File: config.mk
export PLATFORM = sky130hd
export DESIGN_NAME = multicycle_ctrl
export DESIGN_NICKNAME = d
export VERILOG_FILES = /design/src/rtl/multicycle_ctrl_pkg.sv /design/src/rtl/multicycle_ctrl_imm_gen.sv /design/src/rtl/multicycle_ctrl.sv
export SDC_FILE = /design/constraint.sdc
export NUM_CORES = 1
export LEC_CHECK = 0
export BUFFER_PORTS_ARGS = -buffer_cell sky130_fd_sc_hd__buf_2
export CORE_ASPECT_RATIO = 1.2
export CORE_MARGIN = 8
export CORE_UTILIZATION = 57
export CTS_CLUSTER_SIZE = 8
export DETAILED_ROUTE_END_ITERATION = 10
export PLACE_DENSITY = 0.85
export SYNTH_ARGS = -nofsm -noshare
export SYNTH_HDL_FRONTEND = slang
export SYNTH_SLANG_ARGS = --single-unit
File: constraint.sdc
create_clock -name clk -period 5.2 [get_ports clk]
set_input_delay 1.56 -clock clk [delete_from_list [all_inputs] [get_ports clk]]
set_output_delay 1.56 -clock clk [all_outputs]
set_load 0.02 [all_outputs]
File: src/rtl/multicycle_ctrl_pkg.sv
// Shared types and encodings for the multi-cycle control unit.
// Consumed by multicycle_ctrl and imm_gen.
package ctrl_pkg;

    typedef enum logic [1:0] {
        FETCH  = 2'd0,
        DECODE = 2'd1,
        EXEC   = 2'd2,
        WB     = 2'd3
    } state_t;

    localparam logic [6:0] OP_R   = 7'b0110011;
    localparam logic [6:0] OP_I   = 7'b0010011;
    localparam logic [6:0] OP_B   = 7'b1100011;
    localparam logic [6:0] OP_LUI = 7'b0110111;

    localparam logic [2:0] ALU_ADD = 3'b000;
    localparam logic [2:0] ALU_SUB = 3'b001;
    localparam logic [2:0] ALU_AND = 3'b010;
    localparam logic [2:0] ALU_OR  = 3'b011;
    localparam logic [2:0] ALU_SLT = 3'b101;

    // Maps the funct3 field shared by R- and I-type ALU ops to {supported, ALUctrl}.
    function automatic logic [3:0] alu_from_funct3(input logic [2:0] f3);
        logic [3:0] r;
        case (f3)
            3'b000:  r = {1'b1, ALU_ADD};
            3'b111:  r = {1'b1, ALU_AND};
            3'b110:  r = {1'b1, ALU_OR};
            3'b010:  r = {1'b1, ALU_SLT};
            default: r = {1'b0, ALU_ADD};
        endcase
        return r;
    endfunction

endpackage

File: src/rtl/multicycle_ctrl_imm_gen.sv
// Immediate generator: selects and sign-extends the immediate field of the
// instruction register according to its opcode. Purely combinational.
module imm_gen
    import ctrl_pkg::*;
#(
    parameter int DATA_WIDTH = 32
) (
    input  logic [DATA_WIDTH-1:0] ir_i,
    output logic [DATA_WIDTH-1:0] imm_o
);

    logic [31:0] imm32_s;

    // Pick the immediate format for the opcode; unsupported opcodes give zero.
    always_comb begin
        imm32_s = 32'd0;
        case (ir_i[6:0])
            OP_I:    imm32_s = {{20{ir_i[31]}}, ir_i[31:20]};
            OP_B:    imm32_s = {{19{ir_i[31]}}, ir_i[31], ir_i[7], ir_i[30:25], ir_i[11:8], 1'b0};
            OP_LUI:  imm32_s = {ir_i[31:12], 12'd0};
            default: imm32_s = 32'd0;
        endcase
    end

    assign imm_o = DATA_WIDTH'($signed(imm32_s));

endmodule

File: src/rtl/multicycle_ctrl.sv
// Multi-cycle RV32I control unit: FETCH -> DECODE -> EXEC -> WB.
// Produces register-file/ALU control for the datapath and resolves beq/bne
// from the live EQ flag. Optional build macro LUI_EN adds lui support; when
// it is undefined opcode 0110111 decodes as illegal.
module multicycle_ctrl
    import ctrl_pkg::*;
#(
    parameter int DATA_WIDTH = 32,
    parameter int ADDR_WIDTH = 5
) (
    input  logic                  clk,
    input  logic                  rst,
    input  logic [DATA_WIDTH-1:0] instr,
    input  logic                  instr_valid,
    output logic                  instr_ready,
    input  logic                  EQ,
    output logic [ADDR_WIDTH-1:0] AD1,
    output logic [ADDR_WIDTH-1:0] AD2,
    output logic [ADDR_WIDTH-1:0] AD3,
    output logic                  WE3,
    output logic                  ALUsrc,
    output logic [2:0]            ALUctrl,
    output logic [DATA_WIDTH-1:0] ImmOp,
    output logic                  pc_src,
    output logic                  illegal,
    output logic [31:0]           instr_count
);

    state_t                state_q, state_d;
    logic [DATA_WIDTH-1:0] ir_q;
    logic [ADDR_WIDTH-1:0] ad1_q, ad2_q, ad3_q;
    logic [DATA_WIDTH-1:0] imm_q;
    logic [2:0]            alu_q;
    logic                  alusrc_q, we3_q, illegal_q, is_br_q, is_bne_q;
    logic [31:0]           cnt_q;

    logic [DATA_WIDTH-1:0] imm_s;
    logic                  dec_legal_s, dec_alusrc_s, dec_br_s, dec_bne_s;
    logic [2:0]            dec_alu_s;
    logic [ADDR_WIDTH-1:0] dec_ad1_s;
    logic [3:0]            fn_s;
    logic                  ready_s, pc_src_s;

    imm_gen #(.DATA_WIDTH(DATA_WIDTH)) u_imm_gen (
        .ir_i  (ir_q),
        .imm_o (imm_s)
    );

    assign fn_s = alu_from_funct3(ir_q[14:12]);

    // Decode the held instruction into legality and ALU controls.
    always_comb begin
        dec_legal_s  = 1'b0;
        dec_alu_s    = ALU_ADD;
        dec_alusrc_s = 1'b0;
        dec_br_s     = 1'b0;
        dec_bne_s    = 1'b0;
        dec_ad1_s    = ADDR_WIDTH'(ir_q[19:15]);
        case (ir_q[6:0])
            OP_R: begin
                if (ir_q[31:25] == 7'b0000000 && fn_s[3]) begin
                    dec_legal_s = 1'b1;
                    dec_alu_s   = fn_s[2:0];
                end else if (ir_q[31:25] == 7'b0100000 && ir_q[14:12] == 3'b000) begin
                    dec_legal_s = 1'b1;
                    dec_alu_s   = ALU_SUB;
                end else begin
                    dec_legal_s = 1'b0;
                end
            end
            OP_I: begin
                if (fn_s[3]) begin
                    dec_legal_s  = 1'b1;
                    dec_alu_s    = fn_s[2:0];
                    dec_alusrc_s = 1'b1;
                end else begin
                    dec_legal_s = 1'b0;
                end
            end
            OP_B: begin
                if (ir_q[14:13] == 2'b00) begin
                    dec_legal_s = 1'b1;
                    dec_br_s    = 1'b1;
                    dec_bne_s   = ir_q[12];
                    dec_alu_s   = ALU_SUB;
                end else begin
                    dec_legal_s = 1'b0;
                end
            end
`ifdef LUI_EN
            OP_LUI: begin
                dec_legal_s  = 1'b1;
                dec_alusrc_s = 1'b1;
                dec_alu_s    = ALU_ADD;
                dec_ad1_s    = '0;
            end
`endif
            default: dec_legal_s = 1'b0;
        endcase
    end

    // Next-state and combinational handshake / branch outputs.
    always_comb begin
        state_d  = state_q;
        ready_s  = 1'b0;
        pc_src_s = 1'b0;
        case (state_q)
            FETCH: begin
                ready_s = 1'b1;
                if (instr_valid) state_d = DECODE;
                else             state_d = FETCH;
            end
            DECODE: begin
                if (dec_legal_s) state_d = EXEC;
                else             state_d = FETCH;
            end
            EXEC: begin
                if (is_br_q) begin
                    pc_src_s = is_bne_q ? ~EQ : EQ;
                    state_d  = FETCH;
                end else begin
                    state_d  = WB;
                end
            end
            WB:      state_d = FETCH;
            default: state_d = FETCH;
        endcase
    end

    // State, instruction register, decoded controls and retire counter.
    always_ff @(posedge clk) begin
        if (rst) begin
            state_q   <= FETCH;
            ir_q      <= '0;
            ad1_q     <= '0;
            ad2_q     <= '0;
            ad3_q     <= '0;
            imm_q     <= '0;
            alu_q     <= 3'd0;
            alusrc_q  <= 1'b0;
            we3_q     <= 1'b0;
            illegal_q <= 1'b0;
            is_br_q   <= 1'b0;
            is_bne_q  <= 1'b0;
            cnt_q     <= 32'd0;
        end else begin
            state_q <= state_d;
            if (state_q == FETCH && instr_valid) ir_q <= instr;
            // Illegal decodes leave the datapath controls untouched.
            if (state_q == DECODE && dec_legal_s) begin
                ad1_q    <= dec_ad1_s;
                ad2_q    <= ADDR_WIDTH'(ir_q[24:20]);
                ad3_q    <= ADDR_WIDTH'(ir_q[11:7]);
                imm_q    <= imm_s;
                alu_q    <= dec_alu_s;
                alusrc_q <= dec_alusrc_s;
                is_br_q  <= dec_br_s;
                is_bne_q <= dec_bne_s;
            end
            illegal_q <= (state_q == DECODE) && !dec_legal_s;
            // Writes to x0 retire without a register-file write.
            we3_q     <= (state_q == EXEC) && !is_br_q && (ad3_q != '0);
            if ((state_q == EXEC && is_br_q) || state_q == WB) cnt_q <= cnt_q + 32'd1;
        end
    end

    assign instr_ready = ready_s;
    assign pc_src      = pc_src_s;
    assign AD1         = ad1_q;
    assign AD2         = ad2_q;
    assign AD3         = ad3_q;
    assign WE3         = we3_q;
    assign ALUsrc      = alusrc_q;
    assign ALUctrl     = alu_q;
    assign ImmOp       = imm_q;
    assign illegal     = illegal_q;
    assign instr_count = cnt_q;

endmodule

# --- Word level (Yosys, flattened, before mapping) ---
# Cells that the tools add are included.
word_totals:
  ff_bits: 121
  inputBits: 36
  output_inout_bits: 87
  word_cells: 66
classes:
  n_addsub: 1
  n_eq_ne: 11
  muxes: 24
  n_bitwise: 1
  reduce_logical: 16
ops:
  columns: ["cell", "n"]
  rows:
  - ["32-bit one-hot mux with 3 select lines", 1]
  - ["32-bit by 1-bit adder with 32-bit output (second input constant)", 1]
  - ["7-bit by 6-bit equality test with 1-bit output (second input constant)", 3]
  - ["4-bit one-hot mux with 4 select lines", 1]
  - ["1-bit two-way mux", 15]
  - ["3-bit one-hot mux with 3 select lines", 1]
  - ["1-bit logical AND", 8]
  - ["2-bit one-hot mux with 4 select lines", 1]
  - ["7-bit by 5-bit equality test with 1-bit output (second input constant)", 1]
  - ["7-bit equality test (second input constant)", 1]
  - ["7-bit zero test", 1]
  - ["3-bit equality test (second input constant)", 2]
  - ["3-bit two-way mux", 2]
  - ["5-bit nonzero test", 1]
  - ["2-bit equality test (second input constant)", 2]
  - ["2-bit zero test", 2]
  - ["2-bit two-way mux", 2]
  - ["3-bit by 2-bit equality test with 1-bit output (second input constant)", 1]
  - ["3-bit zero test", 1]
  - ["1-bit one-hot mux with 3 select lines", 1]
  - ["2-bit by 1-bit equality test with 1-bit output (second input constant)", 1]
  - ["1-bit zero test", 2]
  - ["1-bit logical OR", 1]
  - ["1-bit inverter", 1]

# --- Logic depth before layout (Yosys ltp) ---
# Gate-level depths: netlist of the first run.
depth:
  word_depth: 7
  depth_mapped: 8
  ltp_nobuf: 6

# --- Hierarchy ---
# Synthesis of the first run repeated with hierarchy kept, for this count alone.
unflattened:
  cells_unflattened: 646
  area_unflattened_um2: 5242.5
modules_own_cells:
  columns: ["mod", "instances", "cells_each", "area_each_um2", "seq_area_each_um2"]
  rows:
  - ["multicycle_ctrl", 1, 585, 4835.9, 2422.3]
  - ["imm_gen", 1, 61, 406.6, 0.0]

# --- Worst setup path before layout of the first run ---
# No wires, ideal clock.
synth_timing:
  path_type: "input port to output port"
  start: "input EQ"
  end: "output pc_src"
  t_arrival_ns: 1.962
  required_ns: 3.640
  setup_slack_ns: 1.678
  cell_stages: 2
  path_buffers: 0
  path_cell_list: "xor2_1 and4b_2"
synth_between:
  elab_chain_len: 4
synth_lines:
  columns: ["item", "line", "source"]
  rows:
  - ["start: declaration", "multicycle_ctrl.sv:16", "input logic EQ,"]
  - ["1-bit inverter", "multicycle_ctrl.sv:119", "pc_src_s = is_bne_q ? ~EQ : EQ;"]
  - ["1-bit two-way mux *", "multicycle_ctrl.sv:119", null]
  - ["1-bit two-way mux *", "multicycle_ctrl.sv:118", "if (is_br_q) begin"]
  - ["1-bit two-way mux *", "multicycle_ctrl.sv:107", "case (state_q)"]
  - ["end: declaration", "multicycle_ctrl.sv:24", "output logic pc_src,"]
# Every way passes the cells marked *; elsewhere a longest branch is shown, timed or not.

# --- Worst setup path after layout of the first run ---
# Ends and elaborated chain as after synthesis.

==> impl_metrics.yaml, run 1 <==
timing:
  period_needed_ps: 3730
  rsz0062_at_grt: "no"
  fin_crit_sh: 0.717
  finalHoldViolCount: 0
  tightest_slew_ps: 1130
  finalSetupViolations: 0
  fin_setup_tns_ps: 0
  final_max_slew_viol_count: 0
  holdWs_ps: 444
  max_slew_margin: 0.248
  fmax_mhz: 268
  skew_ps: 8.05
hold_path:
  whs_path_depth: 1
  hold_end: "ImmOp[22]"
  hp-class: "flip-flop to flip-flop"
  hp-start: "ImmOp[22]"
drt:
  wl_per_cell_um: 16.5
  drc_errors: 0
  routed_wl_mm: 13.2
  routed.top_layer: "met4"
  detail-route-antenna-nets: 0
  drt_pre_antenna_iters: 5
  routed-wl-met3_um: 987
  via_per_inst: 5.72
  met1_length_mm: 5.17
  first_iter_violations: 360
  route.met2.wl_mm: 6.65
  vias: 4573
clock_network:
  hold_buffers: 0
  cts_max_level: 4
  cts_resized: 0
  clkLatencyLatePin_ps: 510
  cts_buffer_depth: 2
  cts_setup_buffers: 0
  clock_sinks: 121
  cts-buffers-inserted: 17
  cts_tree: "built"
  path_clk_slew_ps: 60
  cts-root-buf: "clkbuf_8"
power_and_ir_drop:
  powerDensity_mw_per_mm2: 368
  leakage_uw: 0.00288
  ir_drop_mv: 0.220
synth:
  synth-seq-cells: 121
  synth_ff_type: "dfxtp_1"
  synth-edff-count: 0
  yosys_warnings: 0
  synth_area_mm2: 0.00492
  yosysSeqAreaShare: 0.492
  ys_types: 52
  synth_fp_nets: 597
  syn_avg_cell_area_um2: 8.79
  netlist_instances: 560
  synthArstFlopShare: 0
grt:
  grt_pass1_vias: 4480
  grt_antenna_before_repair: 0
  grtUsageTotal: 0.221
  overflow: 0
  grt_pass1_wl_mm: 21.3
  grt_max_degree: 80
worst_setup_path:
  reg2reg_from: "ir_q[4]"
  reg2regPathDepth: 5
  reg2reg_to: "ImmOp[15]"
  r2r_slack_ps: 2740
  crit_arrival_ps: 2170
  crit_path_end_kind: "primary output"
  required_ps: 3640
  start_kind: "primary input"
  critPathMaxFanout: 1
  path_class: "primary input to primary output"
finish:
  fin_nets: 707
  drive_above_1_share: 0.247
  area_delta_synth_final_pct: 25.9
  num_antenna_cells: 0
placement:
  dpl.hpwl_mm: 8.78
  io_buffers: 122
  gp_congestion: 0.857
floorplan:
  dieArea_mm2: 0.0119
  core.rowCount: 37
  fp.coreArea_mm2: 0.00847
  fp.dieH_um: 118
  initial_utilization: 0.581
  die_x_um: 101
  boundaryPins: 123
flow_run:
  maxCapViolations: 0
outcome:
  run_status: "finished, final reports clean"
[worst max path at each step]
stage	from	end	slack, ps	cells after the start
global route	EQ	pc_src	1440	4
global placement	EQ	pc_src	1500	4
detailed placement	EQ	pc_src	1470	4
finish	EQ	pc_src	1470	4
floorplan	EQ	pc_src	1680	2
CTS	EQ	pc_src	1470	4
[logic make-up after synthesis]
| logic type | count (synthesis) | share of synthesized area |
|---|---|---|
| AO/OA/AOI/OAI | 89 | 0.121 |
| multiplexers | 3 | 0.00661 |
| AND/OR/NAND/NOR | 282 | 0.301 |
| XOR/XNOR | 24 | 0.0427 |
| flip-flops | 121 | 0.492 |
| buffers and inverters | 40 | 0.0336 |
| adder cells (fa/ha/maj) | 1 | 0.00254 |
[registers in the layout, summed over array words and instances (netlist names)]
name	cells
AD1	5
ALUctrl	3
instr_count	32
ALUsrc	1
illegal	1
AD2	5
ImmOp	32
ir_q	32
is_bne_q	1
WE3	1
AD3	5
state_q	2
is_br_q	1
[placed cells by master, fill, tap and decap left out, types with 6 or more instances in the layout]
master	count
nor4_1	7
nor2b_1	9
nor3_1	9
dfxtp_1	121
inv_1	6
nand4_1	16
xor2_1	11
clkbuf_16	16
nand3_1	21
xnor2_1	13
buf_2	121
nor2_1	39
nand3b_1	46
o21ai_0	8
a21oi_1	35
nand2_1	108
a21o_1	22
[cell type report]
class | count | area (um^2)
flip-flops and latches | 121 | 2420
multi-input cells | 399 | 2330
fillers | 648 | 2280
repair buffers | 125 | 636
clock buffers | 19 | 442
clock inverters | 13 | 193
well taps | 117 | 146
inverters | 6 | 22.5
[synth_stat cells, drive strengths merged (11+ instances only)]
library cell / n / area, um^2
nor2: 39 / 146
a21o: 22 / 165
nand2: 108 / 405
xor2: 11 / 96.3
a21oi: 35 / 175
buf: 12 / 58.8
nand4: 16 / 100
clkbuf: 22 / 83.8
nand3: 21 / 105
xnor2: 13 / 114
nand3b: 46 / 345
dfxtp: 121 / 2420
[layer usage]
metal  up-vias  track usage
li1       2163            -
met1      2169        0.240
met2       204        0.377
met3        37       0.0746
met4         0       0.0986
met5         -            0
[power by group]
part	total, uW	switching, uW	internal, uW
Clock	1240	430	808
Combinational	84.4	51.1	33.3
Sequential	959	16.4	943
Total	2280	497	1780
[stage by stage]
step | utilization | total power [uW] | instance area, um^2 | worst slack, ps | instances
3_3_place_gp | 0.656 | 1060 | 5560 | 1500 | 768
3_5_place_dp | 0.656 | 1060 | 5560 | 1470 | 768
5_1_grt | 0.731 | 2340 | 6190 | 1440 | 800
4_1_cts | 0.731 | 2280 | 6190 | 1470 | 800
2_1_floorplan | - | 1030 | 4920 | 1680 | 560
6_report | 0.731 | 2280 | 6190 | 1470 | 800
[worst max-delay path, cell delays in order]
cell	delay, ps
buf_2	90
xor2_1	140
and4b_2	220
buf_2	160
(Power assumes the default switching activity.)
==> run 2, diff against run 1 <==
--- a/config.mk
+++ b/config.mk
@@ -8,10 +8,10 @@
 export BUFFER_PORTS_ARGS = -buffer_cell sky130_fd_sc_hd__buf_2
 export CORE_ASPECT_RATIO = 1.2
 export CORE_MARGIN = 8
-export CORE_UTILIZATION = 57
+export CORE_UTILIZATION = 53
 export CTS_CLUSTER_SIZE = 8
 export DETAILED_ROUTE_END_ITERATION = 10
-export PLACE_DENSITY = 0.85
+export PLACE_DENSITY = 0.8
 export SYNTH_ARGS = -nofsm -noshare
 export SYNTH_HDL_FRONTEND = slang
 export SYNTH_SLANG_ARGS = --single-unit
==> constraint.sdc (replaced) <==
create_clock -name clk -period 3.7 [get_ports clk]
set_input_delay 1.11 -clock clk [delete_from_list [all_inputs] [get_ports clk]]
set_output_delay 1.11 -clock clk [all_outputs]
set_load 0.02 [all_outputs]
==> impl_metrics.yaml, run 2 (same netlist as run 1, synthesis figures left out) <==
timing:
  finalHoldViolCount: 0
  final_max_slew_viol_count: 0
  tightest_slew_ps: 1010
  finalSetupViolations: 0
  max_slew_margin: 0.329
  period_needed_ps: 2830
  fin_crit_sh: 0.766
  rsz0062_at_grt: "no"
  holdWs_ps: 449
  skew_ps: 10.0
  worst_slack_ps: 867
  fin_setup_tns_ps: 0
  fmax_mhz: 353
worst_setup_path:
  path_cells: "buf_2 > xor2_1 > and4b_2 > buf_2"
  required_ps: 2590
  crit_path_end_kind: "primary output"
  crit_arrival_ps: 1720
  path_class: "primary input to primary output"
  critPathMaxFanout: 1
  cp_common_cell: "buf_2"
  crit_slowest_cell: "and4b_2"
  start_kind: "primary input"
  slowest_delay_ps: 230
power_and_ir_drop:
  swShare: 0.214
  switchingPower_uw: 648
  pwr-share-comb: 0.039
  powerDensity_mw_per_mm2: 493
  p_seq_frac: 0.445
  ir_drop_mv: 0.379
  power_uw: 3030
  p_int_uw: 2380
  leakage_uw: 0.00286
  clkPwrFrac: 0.516
clock_network:
  clkLatencyLatePin_ps: 520
  hold_buffers: 0
  cts-root-buf: "clkbuf_8"
  cts_setup_buffers: 0
  cts_buffer_depth: 2
  cts-buffers-inserted: 17
  cts_tree: "built"
  path_clk_slew_ps: 50
  clock_sinks: 121
  cts_resized: 0
  cts_max_level: 4
grt:
  grtUsageTotal: 0.200
  grt_antenna_before_repair: 0
  grt_max_degree: 91
  overflow: 0
  grt_pass1_vias: 4473
  grt_pass1_wl_mm: 21.0
drt:
  via_per_inst: 5.48
  first_iter_violations: 288
  drc_errors: 0
  drt_pre_antenna_iters: 5
  routed_wl_mm: 12.6
  wl_per_cell_um: 15.6
  detail-route-antenna-nets: 0
  vias: 4411
finish:
  seqCellArea_mm2: 0.00242
  fin_nets: 709
  num_antenna_cells: 0
  nFillCells: 771
  post-route-cell-area_mm2: 0.00614
  layout_common_cells: "dfxtp_1, buf_2, nand2_1, nand3b_1, nor2_1"
  drive_above_1_share: 0.244
  area_delta_synth_final_pct: 24.8
  multi_input_area_mm2: 0.00233
placement:
  placed_area_mm2: 0.00558
  gp_congestion: 0.835
  dpl_worst_slack_ps: 874
  dpl.hpwl_mm: 8.80
  io_buffers: 122
flow_run:
  maxCapViolations: 0
outcome:
  run_status: "finished, final reports clean"
floorplan:
  fp.coreArea_mm2: 0.00903
  boundaryPins: 123
  dieArea_mm2: 0.0126
  die_x_um: 104
  initial_utilization: 0.545
  core.rowCount: 38
  fp.dieH_um: 122
hold_path:
  hp-class: "flip-flop to flip-flop"
run 2: changes by cell type in the layout (fill, tap and decap cells not counted), sizes merged:
cell	delta
clkbuf	+5
clkinvlp	-2
inv	-1
bufinv	-2
buf	+2
run 2: path summary, 6_finish.rpt:
kind          endpoint  slack (ps)       from  cells after the start
max             pc_src         870         EQ                      4
max reg2reg     AD1[2]        1060    ir_q[5]                      5
min reg2reg  ImmOp[25]         450  ImmOp[25]                      1
min          ImmOp[25]         450  ImmOp[25]                      1
run 2: worst max-delay path: cells and delay by family:
family        cells  cell delay [ps]
simple gates      1              230
buf+inv           2              250
xor+xnor          1              140
run 2: stage by stage:
| stage | cells | utilization |
|---|---|---|
| global route | 805 | 0.680 |
| CTS | 805 | 0.680 |
| floorplan | 560 | - |
| detailed placement | 773 | 0.617 |
| finish | 805 | 0.680 |
| global placement | 773 | 0.617 |
run 2: final cells by class:
class                           count  share of cell area
Sequential cell                   121               0.394
Multi-Input combinational cell    399               0.380
Timing Repair Buffer              127               0.106
Clock buffer                       24              0.0766
Tap cell                          120              0.0244
Clock inverter                      8              0.0153
Inverter                            6             0.00367
run 2: power groups by stage:
stage               logic [uW]  clock network (uW)  registers [uW]
CTS                        119                1580            1350
global route               133                1640            1350
detailed placement         118                   0            1370
floorplan                 83.2                   0            1370
finish                     119                1560            1350
global placement           115                   0            1370
run 2: per-layer routing:
layer	vias up	GRT usage	wire length, um
met5	-	0	0
met2	136	0.345	6410
met3	21	0.0724	736
met1	2077	0.226	5260
met4	0	0.0716	187
li1	2177	-	-
